`src/rtl/misr_pkg.sv`:
```
// Shared types and the MISR next-state function for the signature checker.
// Imported by misr_core and misr_sig_checker.
package misr_pkg;

  typedef enum logic [1:0] {
    IDLE = 2'd0,
    RUN  = 2'd1,
    DONE = 2'd2
  } state_e;

  // Widest signature the step function handles.
  localparam int unsigned MAXW = 64;

  // One compaction step: right shift, parity of tapped bits into the MSB,
  // then XOR in the (already zero-extended) observation word.
  function automatic logic [MAXW-1:0] misr_step(
    input logic [MAXW-1:0] sig,
    input logic [MAXW-1:0] d,
    input logic [MAXW-1:0] poly,
    input int unsigned     w
  );
    logic            fb;
    logic [MAXW-1:0] top;
    fb  = ^(sig & poly);
    top = MAXW'(fb) << (w - 1);
    return ((sig >> 1) | top) ^ d;
  endfunction

endpackage

```
`src/rtl/misr_core.sv`:
```
// MISR signature register: loads SEED, or steps with a WIDTH-bit data word.
// Ports: clk, rst, load_i, step_i, d_i[WIDTH], sig_o[WIDTH].
module misr_core
  import misr_pkg::*;
#(
  parameter int unsigned      WIDTH = 4,
  parameter logic [WIDTH-1:0] POLY  = 4'b1001,
  parameter logic [WIDTH-1:0] SEED  = 4'b0001
) (
  input  logic             clk,
  input  logic             rst,
  input  logic             load_i,
  input  logic             step_i,
  input  logic [WIDTH-1:0] d_i,
  output logic [WIDTH-1:0] sig_o
);

  logic [WIDTH-1:0] sig_q;
  logic [WIDTH-1:0] sig_d;

  always_comb begin
    sig_d = sig_q;
    unique case (1'b1)
      load_i: sig_d = SEED;
      step_i: sig_d = WIDTH'(misr_step(MAXW'(sig_q), MAXW'(d_i),
                                       MAXW'(POLY), WIDTH));
      default: sig_d = sig_q;
    endcase
  end

  always_ff @(posedge clk) begin
    if (rst) sig_q <= SEED;
    else     sig_q <= sig_d;
  end

  assign sig_o = sig_q;

endmodule

```
`config.mk`:
```
export PLATFORM = sky130hd
export DESIGN_NAME = misr_core
export DESIGN_NICKNAME = d
export VERILOG_FILES = /design/src/rtl/misr_pkg.sv /design/src/rtl/misr_core.sv
export SDC_FILE = /design/constraint.sdc
export NUM_CORES = 1
export LEC_CHECK = 0
export ABC_AREA = 1
export BUFFER_PORTS_ARGS = -buffer_cell sky130_fd_sc_hd__buf_2
export CAP_MARGIN = 20
export CORE_AREA = 4 4 41 43
export DETAILED_ROUTE_END_ITERATION = 8
export DIE_AREA = 0 0 45 47
export PLACE_DENSITY = 0.34
export SLEW_MARGIN = 20
export SYNTH_ARGS = -nofsm -noshare
export SYNTH_HDL_FRONTEND = slang
export SYNTH_SLANG_ARGS = --single-unit
```
`constraint.sdc`:
```
create_clock -name clk -period 1.52 [get_ports clk]
set_input_delay 0.304 -clock clk [delete_from_list [all_inputs] [get_ports clk]]
set_output_delay 0.304 -clock clk [all_outputs]
set_load 0.02 [all_outputs]
```
==> key figures <==
Clock tree
  – CTS Sinks: 4
  – Post-CTS Setup Inserts: 0
  – Root Buffer: clkbuf_4
  – CTS tree: yes
  – PostCTS Resize Cnt: 0
  – Clock-pin slew on the worst setup and hold paths: 0.03 ns
  – Hold_buf cts: 0
  – Depth of the CTS H-tree: 1
  – TritonCTS Buffers: 3
  – Max Buffers Root-to-Sink: 2
  – Clk_lat worst skew: 0.23 ns

Drt
  – WL met3: 52 um
  – Vias per cell: 3.89
  – DRC Markers: 0
  – Met2 WL: 222 um
  – Top layer used by detailed routing: met3
  – Final wirelength: 482 um
  – Post-DRT Antenna Nets: 0
  – Detailed Route Iter0 Violations: 10
  – Met1 Wirelength: 206 um
  – Total number of vias: 222
  – Routed wire per std cell: 8.46 um
  – TritonRoute pass-1 iters: 3

Cells and area
  – Fillcell total: 149
  – Final-stage net count: 52
  – Most frequent cells in the layout: 11 x nand2_1, 11 x buf_2, 4 x dfxtp_1, 3 x clkbuf_4
  – N_diodes: 0
  – Fraction of layout cells with a size suffix above 1: 0.381
  – Max FFs per register: 4
  – P&R area growth vs syn: 47.0%

Yosys
  – Yosys cell types: 11
  – Number of synthesized register bits: 4
  – Syn_area_per_cell: 7.33 um^2
  – Post-synthesis sequential area ratio: 0.390
  – Synth Cell Area: 205 um^2
  – Cells after Synth: 28
  – Synthesized Nets: 36
  – Warnings from Yosys: 0

Floorplanning
  – Core area: 1300 um^2
  – Starting density of the core: 0.158
  – DIE AREA: 2120 um^2
  – Die Ht: 47 um
  – Die W: 45 um
  – Num ports: 12
  – Row cnt: 13

Global routing
  – Vias in the first global route: 204
  – Total track usage: 0.0529
  – First-pass GRT wire length: 738 um
  – Largest net degree at the start of global routing: 7
  – Initial antenna violation count: 0
  – Congestion Overflow GR: 0

Timing
  – Slew margin rel.: 0.871
  – Max-slew violation count: 0
  – PnR worst setup slack: 0.376 ns
  – Setup Skew: 0.000704 ns
  – Final setup viols: 0
  – Final period util: 0.753
  – Fmax achieved: 874 MHz
  – Final hold vios: 0
  – Least-Margin Pin Slew: 0.193 ns
  – RSZ-0062 raised after global routing: no
  – Fin crit period: 1.14 ns
  – Setup_tns: 0 ns

Worst setup path
  – Worst setup path category: flop to output port
  – Critical path origin: sig_o[3]
  – Critical-path cell list: buf_2
  – Worst setup path endpoint: sig_o[3]
  – CP delay by family, top: flip-flops
  – WP buf/inv: 1
  – CP Data Required Time: 1.22 ns
  – Worst Path Max Fanout: 6
  – Crit path depth: 1
  – CP peak stage delay: 0.41 ns
  – CP arrival: 0.84 ns
  – Origin of the critical flop-to-flop path: sig_o[3]
  – Critical path capture point type: output port
  – Reg2reg path depth: 5
  – Startpoint Class: flop
  – Crit-path slowest cell: dfxtp_1
  – Reg2reg setup slack: 0.64 ns
  – RR Endpoint: sig_o[3]

Placement
  – Setup WS pre-CTS: 0.549 ns
  – Hpwl dp: 410 um
  – Gpl congestion: 0.749
  – Buffers on Ports: 11

Outcome
  – Run status: complete, no violations

Job
  – Max_cap viols: 0

Min path
  – Hold/Removal Path Class: primary input to flop

Power and ir drop
  – Leakage: 0.000149 uW
  – Largest vdd supply drop: 0.277 mV
  – Power Dens Cells: 1000 nW/um^2
area by class of cell:
class / count / area, um^2 / area share
repair buffers: 11 / 55.1 / 0.183
clock buffers: 3 / 22.5 / 0.0747
flip-flops and latches: 4 / 80.1 / 0.266
multi-input cells: 22 / 118 / 0.390
inverters: 2 / 7.51 / 0.0249
well taps: 15 / 18.8 / 0.0622
power by group:
group,switching (uW),total (uW),internal [uW]
Combinational,30.6,55.4,24.8
Clock,38.6,127,88.0
Sequential,7.45,120,113
Total,76.7,302,226
routing by layer:
| metal | up-vias | global-route usage |
|---|---|---|
| met1 | 96 | 0.0454 |
| met3 | 0 | 0.0192 |
| met5 | - | 0 |
| met2 | 8 | 0.0763 |
| li1 | 118 | - |
| met4 | 0 | 0.0877 |
cells by family after synthesis:
group                     after synthesis  synth area share
DFF                                     4             0.390
xor gates and xnor gates                3             0.128
AOI/OAI and AO/OA                       4             0.128
and+or+nand+nor                        15             0.317
buffers and inverters                   2            0.0366
per-stage QoR:
step,total power (uW),instances,utilization,area [um^2],hold WS (ns)
2_1_floorplan,154,28,-,205,0.366
3_3_place_gp,179,54,0.214,279,0.492
3_5_place_dp,178,54,0.214,279,0.488
4_1_cts,313,57,0.232,302,0.264
5_1_grt,323,57,0.232,302,0.281
6_report,302,57,0.232,302,0.274
worst register-to-register path, cell delays in order (launching register included):
cell and delay [ns]:
dfxtp_1 0.41, inv_1 0.08, nand2_1 0.06, nand3b_1 0.08, nand3_1 0.08, a21oi_1 0.06
synth_stat cells:
master | instances | area, um^2
a21o_1 | 1 | 7.51
a21oi_2 | 1 | 8.76
nand3b_1 | 1 | 7.51
xor2_1 | 2 | 17.5
xnor2_1 | 1 | 8.76
dfxtp_1 | 4 | 80.1
nor2_2 | 1 | 6.26
nand3_1 | 2 | 10.0
a21oi_1 | 2 | 10.0
inv_1 | 2 | 7.51
nand2_1 | 11 | 41.3
how the worst min path moves through the flow:
| stage | startpoint | end | depth (start not counted) |
|---|---|---|---|
| 6_report | rst | sig_o[2] | 2 |
| 5_1_grt | rst | sig_o[2] | 2 |
| 4_1_cts | rst | sig_o[2] | 2 |
| 3_5_place_dp | sig_o[1] | sig_o[1] | 2 |
| 3_3_place_gp | sig_o[1] | sig_o[1] | 2 |
| 2_1_floorplan | rst | sig_o[2] | 1 |
Power figures use the tool's default switching activity.
